--- config.mk ---
export PLATFORM = sky130hd
export DESIGN_NAME = mem_port_arbiter_flat
export DESIGN_NICKNAME = d
export VERILOG_FILES = /design/src/rtl/mem_port_arbiter_if.sv /design/src/rtl/mem_port_arbiter.sv /design/src/flat_wrapper.sv
export SDC_FILE = /design/constraint.sdc
export NUM_CORES = 1
export LEC_CHECK = 0
export CAP_MARGIN = 30
export CORE_AREA = 3 3 211 213
export CTS_BUF_LIST = sky130_fd_sc_hd__clkbuf_8 sky130_fd_sc_hd__clkbuf_16
export DETAILED_ROUTE_END_ITERATION = 16
export DIE_AREA = 0 0 214 216
export PLACE_DENSITY = 0.47
export SLEW_MARGIN = 30
export SYNTH_ARGS = -nofsm -noshare
export SYNTH_HDL_FRONTEND = slang
export SYNTH_SLANG_ARGS = --single-unit
export TNS_END_PERCENT = 30
--- constraint.sdc ---
create_clock -name clock -period 2.05 [get_ports clock]
set_input_delay 0.3075 -clock clock [delete_from_list [all_inputs] [get_ports clock]]
set_output_delay 0.3075 -clock clock [all_outputs]
set_load 0.02 [all_outputs]
--- src/rtl/mem_port_arbiter_if.sv ---
// Request/response bundle between the fetch unit, the load/store unit and the shared memory port.
// The arbiter uses the slave modport; the requesters and memory model sit on the master side.
interface mem_port_arbiter_if;
  logic        ifu_req_valid;
  logic        ifu_req_ready;
  logic [63:0] ifu_req_addr;
  logic        ifu_resp_valid;
  logic [63:0] ifu_resp_data;

  logic        lsu_req_valid;
  logic        lsu_req_ready;
  logic [63:0] lsu_req_addr;
  logic        lsu_req_wen;
  logic [63:0] lsu_req_wdata;
  logic [7:0]  lsu_req_mask;
  logic        lsu_resp_valid;
  logic [63:0] lsu_resp_data;

  logic        mem_req_valid;
  logic        mem_req_ready;
  logic [63:0] mem_req_addr;
  logic        mem_req_wen;
  logic [63:0] mem_req_wdata;
  logic [7:0]  mem_req_mask;
  logic        mem_resp_valid;
  logic [63:0] mem_resp_data;

  modport slave (
    input  ifu_req_valid, ifu_req_addr,
    output ifu_req_ready, ifu_resp_valid, ifu_resp_data,
    input  lsu_req_valid, lsu_req_addr, lsu_req_wen, lsu_req_wdata, lsu_req_mask,
    output lsu_req_ready, lsu_resp_valid, lsu_resp_data,
    output mem_req_valid, mem_req_addr, mem_req_wen, mem_req_wdata, mem_req_mask,
    input  mem_req_ready, mem_resp_valid, mem_resp_data
  );

  modport master (
    output ifu_req_valid, ifu_req_addr,
    input  ifu_req_ready, ifu_resp_valid, ifu_resp_data,
    output lsu_req_valid, lsu_req_addr, lsu_req_wen, lsu_req_wdata, lsu_req_mask,
    input  lsu_req_ready, lsu_resp_valid, lsu_resp_data,
    input  mem_req_valid, mem_req_addr, mem_req_wen, mem_req_wdata, mem_req_mask,
    output mem_req_ready, mem_resp_valid, mem_resp_data
  );
endinterface

--- src/rtl/mem_port_arbiter.sv ---
// Single-outstanding arbiter sharing one memory port between IFU and LSU.
// LSU has priority; a saturating counter forces an IFU win after STARVE_MAX deferrals.
//   state | meaning
//   IDLE  | no transaction; combinational arbitration, winner sees ready
//   ISSUE | latched request presented on mem_req_*, waiting for mem_req_ready
//   WAIT  | accepted; waiting for mem_resp_valid, routed to the owner
module mem_port_arbiter #(
  parameter int unsigned STARVE_MAX = 4
) (
  input  logic                clock,
  input  logic                reset_n,
  mem_port_arbiter_if.slave   bus
);

  localparam logic [3:0] STARVE_CNT = 4'(STARVE_MAX);

  typedef enum logic [1:0] {
    S_IDLE  = 2'd0,
    S_ISSUE = 2'd1,
    S_WAIT  = 2'd2
  } state_t;

  state_t      state_q, state_d;
  logic        owner_lsu_q, owner_lsu_d;
  logic [63:0] addr_q, addr_d;
  logic        wen_q, wen_d;
  logic [63:0] wdata_q, wdata_d;
  logic [7:0]  mask_q, mask_d;
  logic [3:0]  cnt_q, cnt_d;

  logic force_ifu;
  logic grant_lsu;
  logic grant_ifu;
  logic resp_fire;

  // Grants are gated by reset so no ready escapes while reset is held.
  always_comb begin
    force_ifu = (cnt_q == STARVE_CNT) && bus.ifu_req_valid;
    grant_lsu = reset_n && (state_q == S_IDLE) && bus.lsu_req_valid && !force_ifu;
    grant_ifu = reset_n && (state_q == S_IDLE) && bus.ifu_req_valid && !grant_lsu;
  end

  always_ff @(posedge clock or negedge reset_n) begin
    if (!reset_n) begin
      state_q     <= S_IDLE;
      owner_lsu_q <= 1'b0;
      addr_q      <= 64'h0;
      wen_q       <= 1'b0;
      wdata_q     <= 64'h0;
      mask_q      <= 8'h0;
      cnt_q       <= 4'h0;
    end else begin
      state_q     <= state_d;
      owner_lsu_q <= owner_lsu_d;
      addr_q      <= addr_d;
      wen_q       <= wen_d;
      wdata_q     <= wdata_d;
      mask_q      <= mask_d;
      cnt_q       <= cnt_d;
    end
  end

  always_comb begin
    state_d     = state_q;
    owner_lsu_d = owner_lsu_q;
    addr_d      = addr_q;
    wen_d       = wen_q;
    wdata_d     = wdata_q;
    mask_d      = mask_q;
    cnt_d       = cnt_q;
    case (state_q)
      S_IDLE: begin
        if (grant_lsu) begin
          state_d     = S_ISSUE;
          owner_lsu_d = 1'b1;
          addr_d      = bus.lsu_req_addr;
          wen_d       = bus.lsu_req_wen;
          wdata_d     = bus.lsu_req_wdata;
          mask_d      = bus.lsu_req_mask;
          if (bus.ifu_req_valid)
            cnt_d = (cnt_q >= STARVE_CNT) ? STARVE_CNT : cnt_q + 4'd1;
          else
            cnt_d = 4'd0;
        end else if (grant_ifu) begin
          state_d     = S_ISSUE;
          owner_lsu_d = 1'b0;
          addr_d      = bus.ifu_req_addr;
          wen_d       = 1'b0;
          wdata_d     = 64'h0;
          mask_d      = 8'h0F;
          cnt_d       = 4'd0;
        end
      end
      S_ISSUE: if (bus.mem_req_ready) state_d = S_WAIT;
      S_WAIT:  if (bus.mem_resp_valid) state_d = S_IDLE;
      default: state_d = S_IDLE;
    endcase
  end

  always_comb begin
    resp_fire          = (state_q == S_WAIT) && bus.mem_resp_valid;
    bus.ifu_req_ready  = grant_ifu;
    bus.lsu_req_ready  = grant_lsu;
    bus.mem_req_valid  = (state_q == S_ISSUE);
    bus.mem_req_addr   = addr_q;
    bus.mem_req_wen    = wen_q;
    bus.mem_req_wdata  = wdata_q;
    bus.mem_req_mask   = mask_q;
    bus.ifu_resp_valid = resp_fire && !owner_lsu_q;
    bus.lsu_resp_valid = resp_fire && owner_lsu_q;
    bus.ifu_resp_data  = (resp_fire && !owner_lsu_q) ? bus.mem_resp_data : 64'h0;
    bus.lsu_resp_data  = (resp_fire && owner_lsu_q && !wen_q) ? bus.mem_resp_data : 64'h0;
  end

endmodule

--- src/flat_wrapper.sv ---
// flat-port wrapper written by rule: the top's interface ports become plain ports
module mem_port_arbiter_flat 
#(
  parameter int unsigned STARVE_MAX = 4
)
  (clock, reset_n, bus_ifu_req_valid, bus_ifu_req_addr, bus_ifu_req_ready, bus_ifu_resp_valid, bus_ifu_resp_data, bus_lsu_req_valid, bus_lsu_req_addr, bus_lsu_req_wen, bus_lsu_req_wdata, bus_lsu_req_mask, bus_lsu_req_ready, bus_lsu_resp_valid, bus_lsu_resp_data, bus_mem_req_valid, bus_mem_req_addr, bus_mem_req_wen, bus_mem_req_wdata, bus_mem_req_mask, bus_mem_req_ready, bus_mem_resp_valid, bus_mem_resp_data);
  mem_port_arbiter_if bus_i ();
  input  logic clock;
  input  logic reset_n;
  input wire logic [$bits(bus_i.ifu_req_valid)-1:0] bus_ifu_req_valid;
  input wire logic [$bits(bus_i.ifu_req_addr)-1:0] bus_ifu_req_addr;
  output wire logic [$bits(bus_i.ifu_req_ready)-1:0] bus_ifu_req_ready;
  output wire logic [$bits(bus_i.ifu_resp_valid)-1:0] bus_ifu_resp_valid;
  output wire logic [$bits(bus_i.ifu_resp_data)-1:0] bus_ifu_resp_data;
  input wire logic [$bits(bus_i.lsu_req_valid)-1:0] bus_lsu_req_valid;
  input wire logic [$bits(bus_i.lsu_req_addr)-1:0] bus_lsu_req_addr;
  input wire logic [$bits(bus_i.lsu_req_wen)-1:0] bus_lsu_req_wen;
  input wire logic [$bits(bus_i.lsu_req_wdata)-1:0] bus_lsu_req_wdata;
  input wire logic [$bits(bus_i.lsu_req_mask)-1:0] bus_lsu_req_mask;
  output wire logic [$bits(bus_i.lsu_req_ready)-1:0] bus_lsu_req_ready;
  output wire logic [$bits(bus_i.lsu_resp_valid)-1:0] bus_lsu_resp_valid;
  output wire logic [$bits(bus_i.lsu_resp_data)-1:0] bus_lsu_resp_data;
  output wire logic [$bits(bus_i.mem_req_valid)-1:0] bus_mem_req_valid;
  output wire logic [$bits(bus_i.mem_req_addr)-1:0] bus_mem_req_addr;
  output wire logic [$bits(bus_i.mem_req_wen)-1:0] bus_mem_req_wen;
  output wire logic [$bits(bus_i.mem_req_wdata)-1:0] bus_mem_req_wdata;
  output wire logic [$bits(bus_i.mem_req_mask)-1:0] bus_mem_req_mask;
  input wire logic [$bits(bus_i.mem_req_ready)-1:0] bus_mem_req_ready;
  input wire logic [$bits(bus_i.mem_resp_valid)-1:0] bus_mem_resp_valid;
  input wire logic [$bits(bus_i.mem_resp_data)-1:0] bus_mem_resp_data;
  assign bus_i.ifu_req_valid = bus_ifu_req_valid;
  assign bus_i.ifu_req_addr = bus_ifu_req_addr;
  assign bus_ifu_req_ready = bus_i.ifu_req_ready;
  assign bus_ifu_resp_valid = bus_i.ifu_resp_valid;
  assign bus_ifu_resp_data = bus_i.ifu_resp_data;
  assign bus_i.lsu_req_valid = bus_lsu_req_valid;
  assign bus_i.lsu_req_addr = bus_lsu_req_addr;
  assign bus_i.lsu_req_wen = bus_lsu_req_wen;
  assign bus_i.lsu_req_wdata = bus_lsu_req_wdata;
  assign bus_i.lsu_req_mask = bus_lsu_req_mask;
  assign bus_lsu_req_ready = bus_i.lsu_req_ready;
  assign bus_lsu_resp_valid = bus_i.lsu_resp_valid;
  assign bus_lsu_resp_data = bus_i.lsu_resp_data;
  assign bus_mem_req_valid = bus_i.mem_req_valid;
  assign bus_mem_req_addr = bus_i.mem_req_addr;
  assign bus_mem_req_wen = bus_i.mem_req_wen;
  assign bus_mem_req_wdata = bus_i.mem_req_wdata;
  assign bus_mem_req_mask = bus_i.mem_req_mask;
  assign bus_i.mem_req_ready = bus_mem_req_ready;
  assign bus_i.mem_resp_valid = bus_mem_resp_valid;
  assign bus_i.mem_resp_data = bus_mem_resp_data;
  mem_port_arbiter #(.STARVE_MAX(STARVE_MAX)) u_core (.clock(clock), .reset_n(reset_n), .bus(bus_i));
endmodule
==> impl_metrics.tcl <==
set metrics [dict create \
    required_ps 1740 \
    leakage_uw 0.00641 \
    postLayoutCoreUtil 0.344 \
    top_usage_layer "met2" \
    ys_seq_elements 144 \
    gp_congestion 0.882 \
    cap_violations 0 \
    fin_ws_ps -90.0 \
    met2_usage 0.254 \
    ys_seq_area_frac 0.492 \
    syn_inst 709 \
    initial_core_util 0.171 \
    dr.first_iter.drc_count 405 \
    maxSlewHeadroom 0.393 \
    avgRoutedWirePerCell_um 20.1 \
    multi_input_area_sq_um 3250 \
    synth_edf_count 0 \
    hold_class "input pin to async pin" \
    syn-num-nets 982 \
    reg2reg_to "u_core.bus.mem_req_addr[3]$_DFFE_PN0P_" \
    final-hold-violation-count 3 \
    root_buffer "clkbuf_16" \
    crit_arrival_ps 1830 \
    met3_usage 0.0614 \
    crit_fanout 51 \
    worst_pin_slew_ps 911 \
    worstSetupEndpointType "primary output" \
    path_class "flop to primary output" \
    path_clk_slew_ps 70 \
    layout.nets 1532 \
    post-place-cells 1815 \
    grt_usage 0.157 \
    postSynth.asyncResetShare 1.00 \
    regArea_sq_um 3600 \
    whs_ps -25.5 \
    syn_area_per_cell_sq_um 10.3 \
    worst_clock_skew_ps 17.1 \
    yosys_warnings 0 \
    fmax_ghz 0.467 \
    ys_types 30 \
    n_fill_cell 4365 \
    r2r-start "u_core.state_q[0]$_DFFE_PN0P_" \
    die_x_um 214 \
    firstDrtPassIters 4 \
    drc 0 \
    clkSinkCount 144 \
    layout_common_cells "406 x clkdlybuf4s50_1, 144 x dfrtp_1, 106 x buf_6" \
    startpoint_type "flop" \
    final.period_utilization 1.04 \
    grt_overflow 0 \
    boundaryPins 541 \
    place.detailed.hpwl_um 27900 \
    slew_viol_final 0 \
    synth.cell_area_sq_um 7330 \
    r2r_setup_slack_ps 120 \
    dieArea_sq_um 46200 \
    setup_viol 129 \
    vias 7751 \
    htreeDepth 4 \
    drive_gt1_frac 0.250 \
    cts_buffers 17 \
    violations "negative hold slack, negative setup slack" \
    final-instance-count-excl-fill 1864 \
    drt-vias-per-instance 4.16 \
    antenna_found_initial 13 \
    grt_max_degree 143 \
    vdd_drop_max_mv 0.578 \
    grt_use_met1 0.193 \
    min_period_ps 2140 \
    wl_um 37400 \
    clk_latency_ps 460 \
    ys.flop_type "dfrtp_1" \
    syn_to_final_growth_pct 101 \
    numPortBuffers 540 \
    cts_tree "done" \
    fin_setup_tns_ps -6140 \
    rows 76 \
    antenna_left 0 \
    layout_commonest_cell "clkdlybuf4s50_1" \
    core_sq_um 42900 \
    cts_buffer_depth 2 \
    status "complete, but fails checks" \
    powerDensity_nw_per_um2 1190 \
    grt_pass1_wl_um 54900 \
    r2r.worst_path.cells 7 \
    grt_pass1_vias 8037 \
    die_h_um 216 \
    rsz0062_at_grt "yes" \
]
synthesized netlist by cell type (2+ instances only):
cell / instances / area share
dfrtp_1: 144 / 0.49
and2_1: 130 / 0.11
a22o_1: 71 / 0.085
inv_1: 69 / 0.035
nor2_1: 66 / 0.034
a221oi_1: 64 / 0.076
nor4_1: 34 / 0.029
clkbuf_1: 33 / 0.017
nor4_2: 30 / 0.051
buf_2: 20 / 0.014
buf_6: 12 / 0.018
buf_4: 6 / 0.0061
o21ai_0: 4 / 0.0027
o22a_1: 4 / 0.0048
nand3_1: 3 / 0.0020
and4b_1: 2 / 0.0027
ha_1: 2 / 0.0034
nand2_1: 2 / 0.0010
nor3_1: 2 / 0.0014
how the worst max path moves through the flow:
stage	slack, ps	end	start	cells after the start
2_1_floorplan	170	bus_lsu_resp_data[10]	u_core.state_q[0]$_DFFE_PN0P_	5
3_3_place_gp	-470	bus_lsu_resp_data[23]	bus_mem_resp_valid	6
3_5_place_dp	-490	bus_lsu_resp_data[25]	bus_mem_resp_valid	6
4_1_cts	-270	bus_lsu_resp_data[25]	u_core.owner_lsu_q$_DFFE_PN0P_	5
5_1_grt	-220	bus_lsu_resp_data[47]	u_core.state_q[0]$_DFFE_PN0P_	5
6_report	-90	bus_lsu_resp_data[15]	u_core.owner_lsu_q$_DFFE_PN0P_	5
final cells by class:
| cell class | count | area share |
|---|---|---|
| diodes | 7 | 0.00119 |
| clock buffers | 18 | 0.0298 |
| clock inverters | 14 | 0.00883 |
| inverters | 70 | 0.0181 |
| multi-input cells | 424 | 0.221 |
| flip-flops and latches | 144 | 0.245 |
| well taps | 585 | 0.0497 |
| repair buffers | 602 | 0.427 |
power breakdown:
group          total, uW  switching, uW  internal (uW)
Clock               3090           1370           1720
Combinational       9440           4740           4700
Sequential          4990            775           4210
Total              17500           6890          10600
critical path, stage by stage, from the launching register on:
cell,delay [ps]
dfrtp_1,410
and4b_1,250
nor2b_4,210
buf_12,200
and2_1,160
buf_4,140
registers in the layout, summed over array words and instances (netlist names):
register	count
u_core.bus.mem_req_mask	8
u_core.bus.mem_req_addr	64
u_core.state_q	2
u_core.owner_lsu_q	1
u_core.bus.mem_req_wdata	64
u_core.bus.mem_req_wen	1
u_core.cnt_q	4
per-layer routing:
| metal | vias to the layer above | share of wire |
|---|---|---|
| met5 | - | 0.0011 |
| met1 | 3765 | 0.43 |
| met4 | 6 | 0.021 |
| met2 | 303 | 0.48 |
| li1 | 3629 | - |
| met3 | 48 | 0.077 |
cells by family (layout without fill, tap and decap cells):
group	after synthesis	after routing	share of synthesized area
AND/OR/NAND/NOR	275	275	0.240
buffers and inverters	141	704	0.0910
flip-flops	144	144	0.492
AO/OA/AOI/OAI	147	147	0.174
other	0	7	0
adder cells (fa/ha/maj)	2	2	0.00341
per-stage QoR:
| step | worst slack [ps] | cell area [sq um] | power, uW |
|---|---|---|---|
| after floorplan | 165 | 7330 | 9340 |
| after global placement | -465 | 13800 | 14300 |
| after detailed placement | -488 | 13800 | 14300 |
| after CTS | -268 | 14300 | 17600 |
| after global routing | -224 | 14700 | 18500 |
| final | -90.0 | 14700 | 17500 |
what timing repair did:
action                     in CTS  in global routing
hold buffers                    1                  0
buffers inserted                2                  3
setup endpoints to repair     132                131
hold endpoints to repair        2                  0
pin swaps                       1                  7
gates cloned                    2                  2
resized for setup             574                244
Note: power is estimated with default switching activity, not from simulation.
